`src/rtl/lms_pkg.sv`:
```
// Shared LMS definitions: default sample width, error-stage FSM states and
// the saturating truncation helper also used by the weight-update block.
package lms_pkg;

  localparam int DATA_W_DEF = 16;

  typedef enum logic {
    ST_FILL = 1'b0,
    ST_RUN  = 1'b1
  } lms_state_e;

  // Clip a sign-extended value into the two's-complement range of 'width' bits.
  function automatic logic signed [31:0] sat_trunc(input logic signed [31:0] value,
                                                   input int width);
    logic signed [31:0] hi;
    logic signed [31:0] lo;
    hi = (32'sd1 <<< (width - 1)) - 32'sd1;
    lo = -(32'sd1 <<< (width - 1));
    if (value > hi) return hi;
    if (value < lo) return lo;
    return value;
  endfunction

endpackage

```
`src/rtl/lms_delay_line.sv`:
```
// Sample-enabled shift register with synchronous clear; dout is the entry
// DEPTH samples old, or din itself when DEPTH is 0.
module lms_delay_line #(
  parameter int WIDTH = 16,
  parameter int DEPTH = 9
) (
  input  logic             clk,
  input  logic             rst_n,
  input  logic             clr,
  input  logic             en,
  input  logic [WIDTH-1:0] din,
  output logic [WIDTH-1:0] dout
);

  generate
    if (DEPTH == 0) begin : g_bypass
      assign dout = din;
    end else begin : g_line
      logic [WIDTH-1:0] mem [DEPTH];

      always_ff @(posedge clk) begin
        if (!rst_n || clr) begin
          for (int i = 0; i < DEPTH; i++) mem[i] <= '0;
        end else if (en) begin
          for (int i = DEPTH - 1; i > 0; i--) mem[i] <= mem[i-1];
          mem[0] <= din;
        end
      end

      assign dout = mem[DEPTH-1];
    end
  endgenerate

endmodule

```
`src/rtl/lms_error_calc.sv`:
```
// LMS error stage: aligns the reference by DELAY samples, forms the saturated
// error and its mu-scaled copy. Optional window statistics under ERR_STATS_EN.
module lms_error_calc
  import lms_pkg::*;
#(
  parameter int DATA_W   = DATA_W_DEF,
  parameter int DELAY    = 9,
  parameter int MU_SHIFT = 4
) (
  input  logic                     clk_i,
  input  logic                     rst_n_i,
  input  logic                     clr_i,
  input  logic                     sample_en_i,
  input  logic signed [DATA_W-1:0] data_ref,
  input  logic signed [DATA_W-1:0] data_in,
  output logic signed [DATA_W-1:0] error_o,
  output logic signed [DATA_W-1:0] mu_err_o,
  output logic                     error_valid_o,
  output logic                     sat_o,
  output lms_state_e               dbg_state
`ifdef ERR_STATS_EN
  ,
  output logic [DATA_W+7:0]        err_acc_o,
  output logic                     stats_valid_o
`endif
);

  localparam int FILL_LAST = (DELAY > 0) ? DELAY - 1 : 0;
  localparam int RND       = (MU_SHIFT == 0) ? 0 : (1 << (MU_SHIFT - 1));

  lms_state_e        state_q, state_d;
  logic [5:0]        fill_cnt, fill_d;
  logic              upd;
  logic [DATA_W-1:0] delayed_ref;

  lms_delay_line #(.WIDTH(DATA_W), .DEPTH(DELAY)) u_dly (
    .clk   (clk_i),
    .rst_n (rst_n_i),
    .clr   (clr_i),
    .en    (sample_en_i),
    .din   (data_ref),
    .dout  (delayed_ref)
  );

  logic signed [DATA_W:0] diff;
  logic signed [31:0]     diff_w;
  logic signed [31:0]     clip_w;
  logic [DATA_W-1:0]      err_sat;
  logic                   sat_flag;
  logic signed [DATA_W:0] mu_sum;
  logic [DATA_W-1:0]      mu_err;

  always_comb begin
    diff     = $signed({delayed_ref[DATA_W-1], delayed_ref}) -
               $signed({data_in[DATA_W-1], data_in});
    diff_w   = 32'(diff);
    clip_w   = sat_trunc(diff_w, DATA_W);
    err_sat  = DATA_W'(clip_w);
    sat_flag = (clip_w != diff_w);
    // One guard bit keeps the rounding add of the positive limit from wrapping.
    mu_sum   = $signed({err_sat[DATA_W-1], err_sat}) + $signed((DATA_W+1)'(RND));
    mu_err   = DATA_W'(mu_sum >>> MU_SHIFT);
  end

  always_comb begin
    state_d = state_q;
    fill_d  = fill_cnt;
    upd     = 1'b0;
    if (sample_en_i) begin
      unique case (state_q)
        ST_FILL: begin
          fill_d = fill_cnt + 6'd1;
          // The sample that completes the fill is already aligned and valid.
          if (DELAY == 0 || fill_cnt == 6'(FILL_LAST)) begin
            state_d = ST_RUN;
            upd     = 1'b1;
          end
        end
        ST_RUN:  upd = 1'b1;
        default: state_d = ST_FILL;
      endcase
    end
  end

  always_ff @(posedge clk_i) begin
    if (!rst_n_i || clr_i) begin
      state_q       <= ST_FILL;
      fill_cnt      <= '0;
      error_o       <= '0;
      mu_err_o      <= '0;
      error_valid_o <= 1'b0;
      sat_o         <= 1'b0;
    end else begin
      state_q       <= state_d;
      fill_cnt      <= fill_d;
      error_valid_o <= upd;
      if (upd) begin
        error_o  <= err_sat;
        mu_err_o <= mu_err;
        sat_o    <= sat_flag;
      end
    end
  end

  assign dbg_state = state_q;

`ifdef ERR_STATS_EN
  logic [DATA_W-1:0] abs_err;
  logic [DATA_W+7:0] acc;
  logic [7:0]        win_cnt;

  always_comb begin
    if (err_sat == {1'b1, {(DATA_W-1){1'b0}}}) abs_err = {1'b0, {(DATA_W-1){1'b1}}};
    else if (err_sat[DATA_W-1])                abs_err = -err_sat;
    else                                       abs_err = err_sat;
  end

  always_ff @(posedge clk_i) begin
    if (!rst_n_i || clr_i) begin
      acc           <= '0;
      win_cnt       <= '0;
      err_acc_o     <= '0;
      stats_valid_o <= 1'b0;
    end else begin
      stats_valid_o <= 1'b0;
      if (upd) begin
        win_cnt <= win_cnt + 8'd1;
        if (win_cnt == 8'hFF) begin
          err_acc_o     <= acc + (DATA_W+8)'(abs_err);
          acc           <= '0;
          stats_valid_o <= 1'b1;
        end else begin
          acc <= acc + (DATA_W+8)'(abs_err);
        end
      end
    end
  end
`endif

endmodule

```
`config.mk`:
```
export PLATFORM = sky130hd
export DESIGN_NAME = lms_error_calc
export DESIGN_NICKNAME = d
export VERILOG_FILES = /design/src/rtl/lms_pkg.sv /design/src/rtl/lms_delay_line.sv /design/src/rtl/lms_error_calc.sv
export SDC_FILE = /design/constraint.sdc
export NUM_CORES = 1
export LEC_CHECK = 0
export CORE_MARGIN = 1.5
export CORE_UTILIZATION = 62
export DETAILED_ROUTE_END_ITERATION = 8
export PLACE_DENSITY = 0.92
export SYNTH_ARGS = -nofsm -noshare
export SYNTH_HDL_FRONTEND = slang
export SYNTH_SLANG_ARGS = --single-unit
```
`constraint.sdc`:
```
create_clock -name clk_i -period 10.35 [get_ports clk_i]
set_input_delay 2.07 -clock clk_i [delete_from_list [all_inputs] [get_ports clk_i]]
set_output_delay 2.07 -clock clk_i [all_outputs]
set_load 0.1 [all_outputs]
```
Yosys cells after proc, flatten, opt, wreduce, memory -nomap -nowiden
Memories as Yosys holds them, arrays and structs flattened. Index checks and enable logic that the tools add are counted.

Flip-flop bits (word level): 38. Bits in writable memories: 144. Input port bits: 36. Output and inout bits: 35. Logic and storage cells: 52. Memories: 1.

Add/sub/neg operators: 3. Magnitude comparators: 2. Equality and inequality tests: 2. Mux-type cells: 25. Bitwise gates (word level): 10. Reduce and logical (&&, ||, !) cells: 3.

Memory list: u_dly.g_line.mem (words 9, bits a word 16, read ports 9, clocked after memory_dff 0, wr ports 9, RTL line lms_delay_line.sv:19) `logic [WIDTH-1:0] mem [DEPTH];`.

Operators by type and width (count): two-way mux 16 bit (9); two-way mux 32 bit (4); != test 32 x 17 -> 1 bit (1); adder 16 x 5 -> 17 bit, second input constant (1); > comparator 17 x 16 -> 1 bit, second input constant (1); < comparator 17 x 16 -> 1 bit, second input constant (1); subtractor 16 x 16 -> 17 bit (1); two-way mux 1 bit (11); OR 1 bit (9); adder 6 x 1 -> 6 bit, second input constant (1); equality test 6 x 4 -> 1 bit, second input constant (1); case mux 1 bit (2 select lines) (1); AND reduction 2 bit (1); logical NOT 1 bit (1); logical OR 1 bit (1); inverter 1 bit (1).

Depth between registers and ports, before layout
Gate-level depths: netlist of the first run.

Depth after elaboration: 7. Depth in mapped cells: 17. Depth with buffers taken out: 16.

By module
From an unflattened synthesis of the first run, not the netlist that was laid out.

Cell total of the unflattened synthesis: 739. Area, all modules: 9198.8 sq um.

By module, submodules not included: lms_delay_line (instances 1, cells each 353, area each 6169.7 sq um, seq. area each 4324.1 sq um); lms_error_calc (instances 1, cells each 386, area each 3029.2 sq um, seq. area each 760.7 sq um).

Worst setup path before layout of the first run
OpenSTA, ideal clock, no wires.

Path kind: input to register. From: in sample_en_i. To: mem u_dly.g_line.mem[0][0], enable pin. Arrival time: 5826 ps. Slack: 3995 ps. Cell stages on the path: 2. Cell sequence: clkbuf_1 -> nand2b_1.

RTL lines: start, declared (RTL line lms_error_calc.sv:13) `input logic sample_en_i,`; end, declared (RTL line lms_delay_line.sv:19).

Final worst setup path of the first run
From: in data_in[0]. To: reg mu_err_o[7].

Longest elaborated chain between the ends: 7. Elaborated cells between the ends (all ways): 10. Classes of those cells: 2 x add/sub; 2 x order compare; 6 x mux.

RTL lines: start, declared (RTL line lms_error_calc.sv:15) `input logic signed [DATA_W-1:0] data_in,`; subtractor 16 x 16 -> 17 bit (*) (RTL line lms_error_calc.sv:54) `diff = $signed({delayed_ref[DATA_W-1], delayed_ref}) -`; < comparator 17 x 16 -> 1 bit (RTL line lms_pkg.sv:20) `if (value < lo) return lo;`; two-way mux 1 bit (2 in a row) (RTL line lms_pkg.sv:20); two-way mux 32 bit (RTL line lms_pkg.sv:21) `return value;`; two-way mux 32 bit (*) (RTL line lms_pkg.sv:20); net clip_w[3] (RTL line lms_error_calc.sv:47) `logic signed [31:0] clip_w;`; adder 16 x 5 -> 17 bit (*) (RTL line lms_error_calc.sv:61) `mu_sum = $signed({err_sat[DATA_W-1], err_sat}) + $signed((DATA_W+1)'(RND));`; end signal, assigned (RTL line lms_error_calc.sv:99) `mu_err_o <= mu_err;`; end, declared (RTL line lms_error_calc.sv:17) `output logic signed [DATA_W-1:0] mu_err_o,`.

Mark *: on every way through the listed nets, which the timed path passes. The rest lies on a longest branch. The select of a mux whose other input is x is not followed. A chain may end at the register's enable or synchronous reset.

==> results of run 1 <==
-- Yosys cell counts, drive strengths merged (2+ instances only) --
master  count  area share
a211o       2      0.0022
a211oi      6      0.0055
a21o        8      0.0074
a21oi      37       0.024
a221oi      3      0.0040
a22o        2      0.0022
a311oi      2      0.0022
a31oi       6      0.0046
and2        6      0.0046
and3      147        0.11
buf         6      0.0065
clkbuf     43       0.020
dfxtp      38       0.093
edfxtp    144        0.53
ha         19       0.029
inv        24       0.011
maj3        2      0.0025
mux2i       4      0.0049
nand2      28       0.013
nand2b      8      0.0061
nand3      23       0.014
nand4       6      0.0046
nor2       40       0.018
nor2b       4      0.0031
nor3        5      0.0037
o211a       2      0.0025
o211ai      5      0.0046
o21a        4      0.0037
o21ai      19       0.012
o21ba       2      0.0025
o31ai       3      0.0028
xnor2      11       0.012
xor2        8      0.0086
-- report_power, final --
part	internal, W	total, W	switching (W)	leakage [nW]
Combinational	0.0000537	0.000143	0.0000889	1.98
Clock	0.000360	0.000632	0.000272	0.289
Sequential	0.000812	0.000819	0.00000708	1.98
-- critical path, stage by stage --
cell and delay (ns):
clkdlybuf4s50_1 0.41, ha_1 0.22, fa_1 0.37, nand2b_1 0.20, a21oi_2 0.27, a21oi_1 0.15
o211ai_1 0.48, nor3_2 0.15, a21oi_2 0.39, o211ai_1 0.21, ha_1 0.24, nor2b_1 0.14
a22oi_2 0.33, a21oi_1 0.16, xor2_1 0.19, o21ai_0 0.19
-- metal layers --
layer / global-route usage / wire (um) / up-vias / share of wire
met3: 0.05184 / 789 / 21 / 0.049
met5: 0 / 0 / - / 0
li1: - / - / 2622 / -
met2: 0.3900 / 7975 / 149 / 0.50
met1: 0.3261 / 7058 / 2628 / 0.44
met4: 0.08232 / 233 / 0 / 0.015
-- cell usage in the layout, fill, tap and decap left out, types with 4 or more instances in the layout --
cell,Yosys,final
ha_1,19,19
edfxtp_1,144,144
a21o_1,8,8
o21ai_0,17,16
clkdlybuf4s50_1,0,69
nand4_1,6,6
and2_1,6,6
a211oi_1,6,6
mux2i_1,4,4
nor2_1,40,40
nor3_1,4,4
a31oi_1,6,6
a21oi_1,34,34
inv_1,24,24
nand2_1,28,28
nand2b_1,8,7
buf_4,4,4
o21a_1,4,4
dfxtp_1,38,38
xnor2_1,11,11
and3_1,147,147
clkbuf_16,0,19
xor2_1,8,8
o211ai_1,5,5
nand3_1,23,23
-- kinds of logic after synthesis --
| kind of cell | after synthesis |
|---|---|
| xor gates and xnor gates | 19 |
| and+or+nand+nor | 275 |
| adders and majority gates | 22 |
| buffers and inverters | 73 |
| muxes | 5 |
| AOI/OAI and AO/OA | 107 |
| DFF | 182 |
-- flip-flops by register name (all words and copies together), names as in the netlist --
| signal | count |
|---|---|
| dbg_state | 1 |
| error_o | 16 |
| error_valid_o | 1 |
| fill_cnt | 6 |
| mu_err_o | 13 |
| sat_o | 1 |
| u_dly.g_line.mem | 144 |
-- area by class of cell --
class / instances / area share
clock buffers: 25 / 0.05576
clock inverters: 7 / 0.005946
inverters: 24 / 0.009514
multi-input cells: 428 / 0.2924
flip-flops and latches: 182 / 0.5370
well taps: 172 / 0.02273
repair buffers: 74 / 0.07664
-- worst max-delay path by stage --
stage,slack [ns],endpoint,cells after the start
global placement,4.29,mu_err_o[9],16
detailed placement,4.13,mu_err_o[7],16
CTS,4.57,mu_err_o[7],16
global route,4.23,mu_err_o[7],16
floorplan,4.00,u_dly.g_line.mem[0][0],2
finish,4.52,mu_err_o[7],16
-- metrics by stage --
stage	setup WS (ns)	hold slack (ns)	cell area, um2	power [W]	cells
final	4.524	0.4609	9469	0.001593	912
after global routing	4.229	0.4712	9469	0.001643	912
after CTS	4.575	0.4628	9469	0.001599	912
after detailed placement	4.131	0.4513	8885	0.0009746	880
after global placement	4.293	0.4462	8885	0.0009707	880
after floorplan	3.995	0.4801	8143	0.0009345	683
==> impl_metrics.env, run 1 <==
export IMPL_status="finished, final reports clean"
export IMPL_grt_ovfl_total=0
export IMPL_grt_total_usage=0.2409
export IMPL_area_delta_synth_final_pct=16.29
export IMPL_synth_fa_ha_area_frac=0.03411
export IMPL_path_clk_slew_ns=0.06
export IMPL_rrSetupSlack_ns=6.16
export IMPL_portBuffers=70
export IMPL_fillerInstances=871
export IMPL_die_h_um=117.6
export IMPL_cp_max_fo=10
export IMPL_synth_xor_area_frac=0.02044
export IMPL_synth_mux_area_frac=0.006761
export IMPL_yosys_area_share_simple=0.1893
export IMPL_num_rows=41
export IMPL_finalClockSkew_ns=0.007325
export IMPL_yosysSeqAreaShare=0.6245
export IMPL_ios=71
export IMPL_ys_ff_latch=182
export IMPL_worst_setup_path_type="in2reg"
export IMPL_wirelength_um=16060
export IMPL_diodes=0
export IMPL_maxCapViolations=0
export IMPL_finalSetupViolCount=0
export IMPL_worst_pin_slew_ns=1.059
export IMPL_cts_max_path_buffers=2
export IMPL_report_final_slew_viol_count=0
export IMPL_fin_nets=783
export IMPL_cts_sinks=182
export IMPL_synth_ff_type="edfxtp_1"
export IMPL_rsz0062_at_grt="no"
export IMPL_antenna_found_initial=0
export IMPL_peakVddDrop_uv=150.5
export IMPL_routedWlPerCell_um=17.61
export IMPL_avgSynthCellArea_um2=11.92
export IMPL_drt_iter0_drc=406
export IMPL_regToRegEndpoint="mu_err_o[7]"
export IMPL_synth_edff_count=144
export IMPL_startpoint="data_in[0]"
export IMPL_min_from="mu_err_o[1]"
export IMPL_viasPerCell=5.943
export IMPL_synth_cell_type_count=55
export IMPL_p_leak_nw=4.249
export IMPL_ys_warn_count=0
export IMPL_drc_errors=0
export IMPL_cp_start_kind="primary input"
export IMPL_multi_input_area_mm2=0.002769
export IMPL_fmax_ghz=0.1716
export IMPL_firstDrtPassIters=5
export IMPL_cts_hold_buf=0
export IMPL_hold_class="reg2reg"
export IMPL_initial_utilization=0.6400
export IMPL_dp_hpwl_um=10340
export IMPL_coreArea_mm2=0.01272
export IMPL_synth_top_family_by_area="simple AND/OR/NAND/NOR gates"
export IMPL_clkLatencyLatePin_ns=0.43
export IMPL_cts_root_buffer="clkbuf_16"
export IMPL_htreeDepth=4
export IMPL_ant_nets=0
export IMPL_timing_final_crit_share=0.5629
export IMPL_worstHoldPathCells=2
export IMPL_cts_tree="yes"
export IMPL_syn_area_mm2=0.008143
export IMPL_dieArea_mm2=0.01383
export IMPL_grt_pass1_wl_um=26010
export IMPL_drive_above_1_share=0.06622
export IMPL_critPathArrivalTime_ns=6.16
export IMPL_grt_pass1_vias=5144
export IMPL_final_core_util=0.7443
export IMPL_p_per_area_mw_per_mm2=168.3
export IMPL_post_cts_resize_count=0
export IMPL_critPathRequiredTime_ns=10.69
export IMPL_worstSetupEndpointType="register"
export IMPL_syn_nets=739
export IMPL_num_vias=5420
export IMPL_ys_async_sr_fraction=0
export IMPL_seqCellArea_mm2=0.005085
export IMPL_grt_max_degree=145
export IMPL_hold_end="mu_err_o[1]"
export IMPL_fp_dieW_um=117.6
export IMPL_cts_buffers=17
export IMPL_gp_congestion=0.8889
export IMPL_hold_viol_final=0
export IMPL_period_needed_ns=5.826
export IMPL_post_cts_repair_setup_buffers=0
export IMPL_slew_limit_headroom=0.2942
export IMPL_worst_r2r_path_depth=16
export IMPL_synth_cells=683
export IMPL_synth_compound_area_share=0.08758
export IMPL_r2r_start="u_dly.g_line.mem[0][128]"
export IMPL_setup_tns_ns=0
Power figures use the tool's default switching activity.
==> inputs of run 2 (changes only) <==
--- a/config.mk
+++ b/config.mk
@@ -6,9 +6,9 @@
 export NUM_CORES = 1
 export LEC_CHECK = 0
 export CORE_MARGIN = 1.5
-export CORE_UTILIZATION = 62
+export CORE_UTILIZATION = 52
 export DETAILED_ROUTE_END_ITERATION = 8
-export PLACE_DENSITY = 0.92
+export PLACE_DENSITY = 0.83
 export SYNTH_ARGS = -nofsm -noshare
 export SYNTH_HDL_FRONTEND = slang
 export SYNTH_SLANG_ARGS = --single-unit
==> constraint.sdc (replaced) <==
create_clock -name clk_i -period 5.2 [get_ports clk_i]
set_input_delay 1.04 -clock clk_i [delete_from_list [all_inputs] [get_ports clk_i]]
set_output_delay 1.04 -clock clk_i [all_outputs]
set_load 0.1 [all_outputs]
==> run 2 against run 1 <==
Effect of this change: critical path type unchanged; clock power grew 110%; final cell count up 4.7%; via count down 1.8%; clock-buffer cell count down 5.
==> impl_metrics.env, run 2 (synthesis gave the netlist of run 1 again) <==
export IMPL_coreArea_mm2=0.01526
export IMPL_initial_utilization=0.5337
export IMPL_reg_largest_list="u_dly.g_line.mem: 144 flops, error_o: 16 flops, mu_err_o: 13 flops"
export IMPL_hold_viol_final=0
export IMPL_worst_pin_slew_ns=1.230
export IMPL_cts_sinks=182
export IMPL_worst_setup_path_type="in2reg"
export IMPL_post_cts_resize_count=0
export IMPL_gp_congestion=0.7938
export IMPL_cp_start_kind="primary input"
export IMPL_grt_ovfl_total=0
export IMPL_fin_nets=787
export IMPL_finalClockSkew_ns=0.01158
export IMPL_hold_class="reg2reg"
export IMPL_fmax_ghz=0.2179
export IMPL_finalSetupViolCount=0
export IMPL_critPathRequiredTime_ns=5.56
export IMPL_final_common_cell="and3_1"
export IMPL_htreeDepth=4
export IMPL_switchingPower_w=0.0007799
export IMPL_post_place_ws_ns=0.2539
export IMPL_cts_hold_buf=0
export IMPL_place_area_mm2=0.008964
export IMPL_report_final_slew_viol_count=0
export IMPL_dieArea_mm2=0.01642
export IMPL_p_per_area_mw_per_mm2=336.6
export IMPL_cts_tree="yes"
export IMPL_combPwrFrac=0.088
export IMPL_peakVddDrop_uv=284.7
export IMPL_post_cts_repair_setup_buffers=0
export IMPL_maxCapViolations=0
export IMPL_diodes=0
export IMPL_cts_buffers=17
export IMPL_ios=71
export IMPL_drc_errors=0
export IMPL_worstSetupEndpointType="register"
export IMPL_rsz0062_at_grt="no"
export IMPL_timing_final_crit_share=0.8826
export IMPL_status="finished, final reports clean"
export IMPL_fp_dieW_um=128.1
export IMPL_grt_pass1_wl_um=24650
export IMPL_critPathArrivalTime_ns=4.95
export IMPL_clkPwrFrac=0.407
export IMPL_clkLatencyLatePin_ns=0.44
export IMPL_drt_iter0_drc=486
export IMPL_portBuffers=70
export IMPL_wirelength_um=15100
export IMPL_setup_tns_ns=0
export IMPL_place_inst=923
export IMPL_slew_limit_headroom=0.1802
export IMPL_fin_cells=955
export IMPL_rrSetupSlack_ns=1.34
export IMPL_p_leak_nw=4.289
export IMPL_worst_slack_ns=0.6103
export IMPL_routedWlPerCell_um=15.81
export IMPL_final_cell_mix="and3_1 (147), edfxtp_1 (144), clkdlybuf4s50_1 (69), nor2_1 (40), dfxtp_1 (38)"
export IMPL_cts_max_path_buffers=2
export IMPL_largest_reg_flops=144
export IMPL_period_needed_ns=4.590
export IMPL_antenna_found_initial=0
export IMPL_stdcell_area_mm2=0.009588
export IMPL_num_rows=45
export IMPL_dp_hpwl_um=9673
export IMPL_num_vias=5322
export IMPL_seq_power_share=0.504
export IMPL_viasPerCell=5.573
export IMPL_switching_share=0.2417
export IMPL_hold_ws_ns=0.4602
export IMPL_grt_total_usage=0.1923
export IMPL_cts_root_buffer="clkbuf_16"
export IMPL_ant_nets=0
export IMPL_drive_above_1_share=0.07527
export IMPL_cp_max_fo=6
export IMPL_die_h_um=128.1
export IMPL_p_int_w=0.002447
export IMPL_grt_pass1_vias=5076
export IMPL_firstDrtPassIters=5
export IMPL_path_clk_slew_ns=0.07
export IMPL_top_register="u_dly.g_line.mem"
export IMPL_grt_max_degree=158
export IMPL_area_delta_synth_final_pct=17.75
## run 2: changes by cell type in the layout (fill, tap and decap cells not counted), moves of 2 or more
cell,delta
inv_8,+2
clkinv_8,+2
clkbuf_8,-3
clkinv_4,+2
clkbuf_1,-3
buf_4,+4
## run 2: worst paths after layout
check                                 from  cells past startpoint            to
setup / recovery                data_in[0]                     15  mu_err_o[11]
hold reg to reg                mu_err_o[1]                      2   mu_err_o[1]
hold / removal                 mu_err_o[1]                      2   mu_err_o[1]
setup reg to reg  u_dly.g_line.mem[0][128]                     15  mu_err_o[11]
## run 2: power by group through the flow
stage	sequential (W)	combinational, W	clock [W]
final	0.00163	0.000284	0.00131
after global routing	0.00163	0.000313	0.00139
after CTS	0.00163	0.000283	0.00134
after detailed placement	0.00166	0.000281	0
after global placement	0.00166	0.000277	0
after floorplan	0.00166	0.000200	0
## run 2: stage by stage
stage               power, W    util
floorplan           0.001857       -
global placement    0.001934  0.5875
detailed placement  0.001942  0.5875
CTS                 0.003246  0.6284
global route        0.003338  0.6284
finish              0.003227  0.6284
## run 2: layer usage
layer / vias to the layer above / share of wire / track usage
met5: - / 0 / 0
met3: 21 / 0.043 / 0.04800
li1: 2631 / - / -
met4: 0 / 0.017 / 0.08196
met2: 128 / 0.50 / 0.3052
met1: 2542 / 0.44 / 0.2532
## run 2: critical path, stage by stage
cell,delay (ns)
clkdlybuf4s50_1,0.44
ha_1,0.25
fa_1,0.39
nand2b_1,0.21
a21oi_2,0.29
a21oi_1,0.17
o211a_1,0.29
nor2_1,0.38
a21oi_2,0.17
o211ai_1,0.20
ha_1,0.22
nor2b_1,0.18
a22oi_2,0.14
or4_1,0.41
a31oi_1,0.16
## run 2: final cells by class
cell class	count	area [um2]
inverter	24	90.09
clock inverter	12	123.9
tap	211	264.0
multi-input combinational	428	2769
timing repair buffer	78	755.7
clock buffer	20	500.5
sequential	182	5085
fill	1161	5670
==> inputs of run 3 (changes only) <==
--- a/config.mk
+++ b/config.mk
@@ -7,6 +7,7 @@
 export LEC_CHECK = 0
 export CORE_MARGIN = 1.5
 export CORE_UTILIZATION = 52
+export CTS_CLUSTER_SIZE = 20
 export DETAILED_ROUTE_END_ITERATION = 8
 export PLACE_DENSITY = 0.83
 export SYNTH_ARGS = -nofsm -noshare
==> results of run 3 <==
Same layout as run 2: the final DEF is identical, and so are final timing and power.
